$ cat config.mk
export PLATFORM = sky130hd
export DESIGN_NAME = reset_sequencer
export DESIGN_NICKNAME = d
export VERILOG_FILES = /design/src/rtl/reset_seq_pkg.sv /design/src/rtl/sync_debounce.sv /design/src/rtl/reset_sequencer.sv
export SDC_FILE = /design/constraint.sdc
export NUM_CORES = 1
export LEC_CHECK = 0
export CAP_MARGIN = 20
export CORE_ASPECT_RATIO = 1.2
export CORE_MARGIN = 2
export CORE_UTILIZATION = 40
export CTS_BUF_LIST = sky130_fd_sc_hd__clkbuf_8 sky130_fd_sc_hd__clkbuf_16
export DETAILED_ROUTE_END_ITERATION = 7
export DONT_BUFFER_PORTS = 1
export PLACE_DENSITY = 0.6
export SYNTH_ARGS = -nofsm -noshare
export SYNTH_HDL_FRONTEND = slang
export SYNTH_HIERARCHICAL = 1
export SYNTH_SLANG_ARGS = --single-unit
$ cat constraint.sdc
create_clock -name clk -period 3 [get_ports clk]
set_input_delay 0.45 -clock clk [delete_from_list [all_inputs] [get_ports clk]]
set_output_delay 0.45 -clock clk [all_outputs]
set_load 0.02 [all_outputs]
$ cat src/rtl/reset_seq_pkg.sv
// Shared definitions for the board reset sequencer: FSM encodings and
// small elaboration-time width helpers.
package reset_seq_pkg;

    localparam int unsigned STATE_W = 2;

    typedef enum logic [STATE_W-1:0] {
        ST_WAIT_LOCK = 2'd0,
        ST_HOLD      = 2'd1,
        ST_RELEASE   = 2'd2,
        ST_RUN       = 2'd3
    } state_t;

    // Bits needed to count 0..n-1, never less than one.
    function automatic int unsigned width_for(input int unsigned n);
        return (n > 1) ? $clog2(n) : 1;
    endfunction

    function automatic int unsigned max_u(input int unsigned a, input int unsigned b);
        return (a > b) ? a : b;
    endfunction

endpackage

$ cat src/rtl/sync_debounce.sv
// Two-flop synchronizer followed by a level debouncer: a new level is
// accepted only after it has been stable for DEBOUNCE_CYCLES cycles.
module sync_debounce
    import reset_seq_pkg::*;
#(
    parameter int unsigned DEBOUNCE_CYCLES = 50000
) (
    input  logic clk,
    input  logic rst,
    input  logic raw,
    output logic level
);

    localparam int unsigned DB_W = width_for(DEBOUNCE_CYCLES);

    logic            sync1;
    logic            sync2;
    logic [DB_W-1:0] cnt_q;

    always_ff @(posedge clk or posedge rst) begin
        if (rst) begin
            sync1 <= 1'b0;
            sync2 <= 1'b0;
            level <= 1'b0;
            cnt_q <= '0;
        end else begin
            sync1 <= raw;
            sync2 <= sync1;
            // Any return to the accepted level restarts the stability window.
            if (sync2 == level) begin
                cnt_q <= '0;
            end else if (cnt_q == DB_W'(DEBOUNCE_CYCLES - 1)) begin
                level <= sync2;
                cnt_q <= '0;
            end else begin
                cnt_q <= cnt_q + DB_W'(1);
            end
        end
    end

endmodule

$ cat src/rtl/reset_sequencer.sv
// Board reset controller: qualifies PLL/IDELAYCTRL lock and the user button,
// then releases per-subsystem resets one stage at a time.
module reset_sequencer
    import reset_seq_pkg::*;
#(
    parameter int unsigned DEBOUNCE_CYCLES = 50000,
    parameter int unsigned HOLD_CYCLES     = 16,
    parameter int unsigned STAGE_GAP       = 4,
    parameter int unsigned NUM_STAGES      = 3
) (
    input  logic                  clk,
    input  logic                  rst,
    input  logic                  button,
    input  logic                  pll_locked,
    input  logic                  ctrl_ready,
    output logic [NUM_STAGES-1:0] rst_out,
    output logic                  ready,
    output logic [STATE_W-1:0]    state
);

    localparam int unsigned CNT_W = width_for(max_u(HOLD_CYCLES, STAGE_GAP));
    localparam int unsigned STG_W = $clog2(NUM_STAGES) + 1;

    logic pll_s1, pll_s2;
    logic rdy_s1, rdy_s2;
    logic locks_s;
    logic btn_db;
    logic abort;
    logic hold_done;
    logic gap_done;

    state_t                state_q, state_d;
    logic [CNT_W-1:0]      cnt_q, cnt_d;
    logic [STG_W-1:0]      stage_q, stage_d;
    logic [NUM_STAGES-1:0] rst_out_q, rst_out_d;
    logic                  ready_q, ready_d;

    // Lock inputs: plain two-flop synchronizers.
    always_ff @(posedge clk or posedge rst) begin
        if (rst) begin
            pll_s1 <= 1'b0;
            pll_s2 <= 1'b0;
            rdy_s1 <= 1'b0;
            rdy_s2 <= 1'b0;
        end else begin
            pll_s1 <= pll_locked;
            pll_s2 <= pll_s1;
            rdy_s1 <= ctrl_ready;
            rdy_s2 <= rdy_s1;
        end
    end

    assign locks_s = pll_s2 & rdy_s2;

    sync_debounce #(
        .DEBOUNCE_CYCLES(DEBOUNCE_CYCLES)
    ) u_btn (
        .clk  (clk),
        .rst  (rst),
        .raw  (button),
        .level(btn_db)
    );

    assign abort     = ~locks_s | btn_db;
    assign hold_done = (state_q == ST_HOLD)    && (cnt_q == CNT_W'(HOLD_CYCLES - 1));
    assign gap_done  = (state_q == ST_RELEASE) && (cnt_q == CNT_W'(STAGE_GAP - 1));

    // State register; outputs are captured here so nothing leaves combinationally.
    always_ff @(posedge clk or posedge rst) begin
        if (rst) begin
            state_q   <= ST_WAIT_LOCK;
            cnt_q     <= '0;
            stage_q   <= '0;
            rst_out_q <= '1;
            ready_q   <= 1'b0;
        end else begin
            state_q   <= state_d;
            cnt_q     <= cnt_d;
            stage_q   <= stage_d;
            rst_out_q <= rst_out_d;
            ready_q   <= ready_d;
        end
    end

    // Next-state logic; abort overrides every state.
    always_comb begin
        state_d = state_q;
        cnt_d   = cnt_q;
        stage_d = stage_q;
        if (abort) begin
            state_d = ST_WAIT_LOCK;
            cnt_d   = '0;
            stage_d = '0;
        end else begin
            unique case (state_q)
                ST_WAIT_LOCK: begin
                    state_d = ST_HOLD;
                    cnt_d   = '0;
                end
                ST_HOLD: begin
                    if (hold_done) begin
                        cnt_d   = '0;
                        stage_d = STG_W'(1);
                        state_d = (NUM_STAGES == 1) ? ST_RUN : ST_RELEASE;
                    end else begin
                        cnt_d = cnt_q + CNT_W'(1);
                    end
                end
                ST_RELEASE: begin
                    if (gap_done) begin
                        cnt_d   = '0;
                        stage_d = stage_q + STG_W'(1);
                        if (stage_q == STG_W'(NUM_STAGES - 1)) begin
                            state_d = ST_RUN;
                        end
                    end else begin
                        cnt_d = cnt_q + CNT_W'(1);
                    end
                end
                ST_RUN: begin
                    cnt_d = '0;
                end
                default: begin
                    state_d = ST_WAIT_LOCK;
                    cnt_d   = '0;
                    stage_d = '0;
                end
            endcase
        end
    end

    // Output logic; released bits only ever clear, re-assertion is via abort.
    always_comb begin
        rst_out_d = rst_out_q;
        ready_d   = (state_d == ST_RUN);
        if (abort) begin
            rst_out_d = '1;
        end else begin
            unique case (state_q)
                ST_WAIT_LOCK: begin
                    rst_out_d = '1;
                end
                ST_HOLD: begin
                    rst_out_d = '1;
                    if (hold_done) begin
                        rst_out_d[0] = 1'b0;
                    end
                end
                ST_RELEASE: begin
                    if (gap_done) begin
                        for (int unsigned i = 0; i < NUM_STAGES; i++) begin
                            if (STG_W'(i) == stage_q) begin
                                rst_out_d[i] = 1'b0;
                            end
                        end
                    end
                end
                ST_RUN: begin
                    rst_out_d = '0;
                end
                default: begin
                    rst_out_d = '1;
                end
            endcase
        end
    end

    assign rst_out = rst_out_q;
    assign ready   = ready_q;
    assign state   = state_q;

endmodule

==> metrics.md <==
| Metric | Value |
|---|---|
| Status | `complete, no violations` |
| Post-CTS Hold Fix Bufs | `0` |
| Final WS setup | `1.29 ns` |
| CP required | `3.21 ns` |
| Sequential element share of the synthesized area | `50.8%` |
| CTS Buffer Depth | `2` |
| Slowest stage cell on the critical path | `dfrtp_1` |
| Arrival @ worst endpoint | `1.93 ns` |
| Syn Area/Cell | `10.9 um2` |
| Critical Path End Type | `flip-flop` |
| Internal power component | `681 uW` |
| DR WL/cell | `14.5 um` |
| Max Transition Viols Final | `0` |
| Crit Path Class | `reg2reg` |
| Initial core utilization | `41.8%` |
| IO Count | `11` |
| Power share of the combinational group | `3.1%` |
| Hpwl dp | `2320 um` |
| Largest cells by area after synthesis | `dfrtp_1 46%, nor2_1 4.8%, dfstp_2 4.4%` |
| Routed WL | `3230 um` |
| Area leader, netlist | `dfrtp_1` |
| Final setup viols | `0` |
| Detailed-route via count | `1169` |
| Layout area overhead | `6.46%` |
| Grt total ovfl | `0` |
| Net Sw Frac | `22.1%` |
| Die Height | `77.1 um` |
| Antenna-violating nets left | `0` |
| Flop pwr share | `57.6%` |
| PwrDens | `461 nW/um2` |
| Core Region | `4260 um2` |
| Max-Slew Margin vs Limit | `52.7%` |
| Clock power frac | `39.4%` |
| Yosys top cell area share | `46.3%` |
| Layout cells sized above 1 | `15.1%` |
| Cell Area, Synth | `1780 um2` |
| Top cell family by delay on the critical path | `simple AND/OR/NAND/NOR gates` |
| Leakage | `0.803 nW` |
| # diodes | `0` |
| CTS Sinks | `36` |
| Total of warnings raised by yosys | `6` |
| Vias in the first global route | `1208` |
| DRT iter0 DRCs | `101` |
| Max-cap viol count | `0` |
| Setup slack, reg-to-reg | `1.29 ns` |
| Post-CTS setup buffers | `0` |
| Via density | `5.27` |
| H-tree levels | `2` |
| Post-Syn Nets | `175` |
| Post-Syn Instances | `164` |
| Die ar. | `5010 um2` |
| Post-route minimum period | `1.71 ns` |
| #FFs+latches synth | `36` |
| All-Layer GR Usage | `14.7%` |
| Fillers | `405` |
| Skew final | `0.00656 ns` |
| Worst path max stage delay | `0.55 ns` |
| Worst skew pair latency | `0.29 ns` |
| Peak supply drop | `260 uV` |
| Chip width | `64.9 um` |
| Row count | `26` |
| Final period util | `57.1%` |
| Sequential cell area | `905 um2` |
| Initial antenna violation count | `0` |
| Post_cts resized | `0` |
| Remaining DRCs | `0` |
| Crit-path cells | `nor4b_4 -> and3b_4 -> nand2_1 -> a311o_1` |
| HP Class | `in2async` |
| RD Place Congestion | `0.864` |
| Multi-input gate area | `802 um2` |
| Dpl ws | `1.30 ns` |
| Largest net degree at the start of global routing | `20` |
| First-pass GRT wire length | `5490 um` |
| Num CTS Buffers | `5` |
| Worst slew pin tran | `0.709 ns` |
| Startpoint types | `flip-flop` |
| Unique cell type count in the Yosys netlist | `43` |
| Crit path max fanout | `10` |
| CP bufs+invs | `0` |
| Worst Hold Slack | `0.124 ns` |
| Clk Tree Root Cell | `clkbuf_8` |
| Clock transition at path regs | `0.07 ns` |
| Port Buf Inserts | `0` |
| Fmax | `584 MHz` |
| Final hold violations | `0` |
| Setup TNS | `0 ns` |
| Drt pass-1 iters | `4` |
| Layout Nets | `176` |
| CTS tree | `done` |
| RSZ-0062 raised after global routing | `false` |
| Switch Pwr | `194 uW` |
[cell usage after synthesis, drive strengths merged]
master	instances
nand2	12
nor4b	2
a31o	1
and4	1
o41ai	1
and4b	1
nand3b	2
a21oi	5
or2	1
and2	1
mux2	1
a31oi	1
dfstp	3
a22oi	1
nand2b	1
nor3	3
nor4bb	1
or2b	1
nor4	3
nor2	25
inv	8
nand4	7
clkbuf	2
a311o	1
nand3	10
xnor2	9
xor2	7
a21o	1
buf	4
and3b	1
and4bb	1
ha	6
o21ai	3
dfrtp	33
and3	4
[state kept, by name (all words and copies together) (netlist names)]
| signal | flops |
|---|---|
| ready | 1 |
| u_btn/cnt_q | 16 |
| u_btn/sync2 | 1 |
| stage_q | 3 |
| cnt_q | 4 |
| rdy_s2 | 1 |
| rdy_s1 | 1 |
| rst_out | 3 |
| u_btn/level | 1 |
| pll_s2 | 1 |
| u_btn/sync1 | 1 |
| pll_s1 | 1 |
| state | 2 |
[routing by layer]
metal | wire [um] | global-route usage (%) | share of wire [%] | vias to the layer above
li1 | - | - | - | 558
met2 | 1720 | 25.2 | 53 | 27
met5 | 0 | 0 | 0 | -
met3 | 133 | 5.28 | 4.1 | 4
met1 | 1350 | 15.8 | 42 | 580
met4 | 29 | 7.02 | 0.90 | 0
[power groups by stage]
stage               logic (mW)  clock network [mW]  registers, mW
finish                  0.0271               0.344          0.504
CTS                     0.0285               0.364          0.503
detailed placement      0.0284                   0          0.513
floorplan               0.0231                   0          0.511
global route            0.0310               0.387          0.504
global placement        0.0276                   0          0.512
[logic make-up after synthesis]
logic type	synth area share, %
AND/OR/NAND/NOR	27.3
flip-flops	50.8
XOR/XNOR	7.87
AO/OA/AOI/OAI	4.99
buffers and inverters	4.21
adder cells (fa/ha/maj)	4.21
multiplexers	0.632
[through the flow]
step | instance area [um2] | instances | total power [mW] | util, %
after floorplan | 1780 | 164 | 0.534 | -
after global placement | 1810 | 214 | 0.540 | 42.4
after detailed placement | 1810 | 214 | 0.541 | 42.4
after CTS | 1900 | 222 | 0.896 | 44.5
after global routing | 1900 | 222 | 0.922 | 44.5
final | 1900 | 222 | 0.875 | 44.5
[final cells by class]
cell class                      instances  share of cell area [%]
Inverter                                8                    1.58
Tap cell                               56                    3.69
Sequential cell                        36                    47.7
Clock inverter                          2                   0.396
Multi-Input combinational cell        114                    42.3
Clock buffer                            6                    4.35
[layout by cell type (no fill, tap or decap), types with 2 or more instances in the layout]
master and n:
dfrtp_1 33, nor2_1 23, nand2_1 11, inv_1 10
nand3_1 9, xnor2_1 9, xor2_1 7, ha_1 6
clkbuf_8 6, a21oi_1 5, nand4_1 5, and3_1 3
nor3_1 3, o21ai_0 3, dfstp_2 3, nor4_2 3
nand3b_1 2, nor2_2 2
[final timing paths]
kind / startpoint / to / cells past startpoint
min reg2reg: u_btn/sync1$_DFF_PP0_ / u_btn/sync2$_DFF_PP0_ / 0
max: state[0]$_DFF_PP0_ / rst_out[0]$_DFFE_PP1P_ / 4
min in group clk: button / u_btn/sync1$_DFF_PP0_ / 0
max reg2reg: state[0]$_DFF_PP0_ / rst_out[0]$_DFFE_PP1P_ / 4
max in group asynchronous: rst / u_btn/cnt_q[4]$_DFF_PP0_ / 1
min: rst / state[0]$_DFF_PP0_ / 1
(Power assumes the default switching activity.)
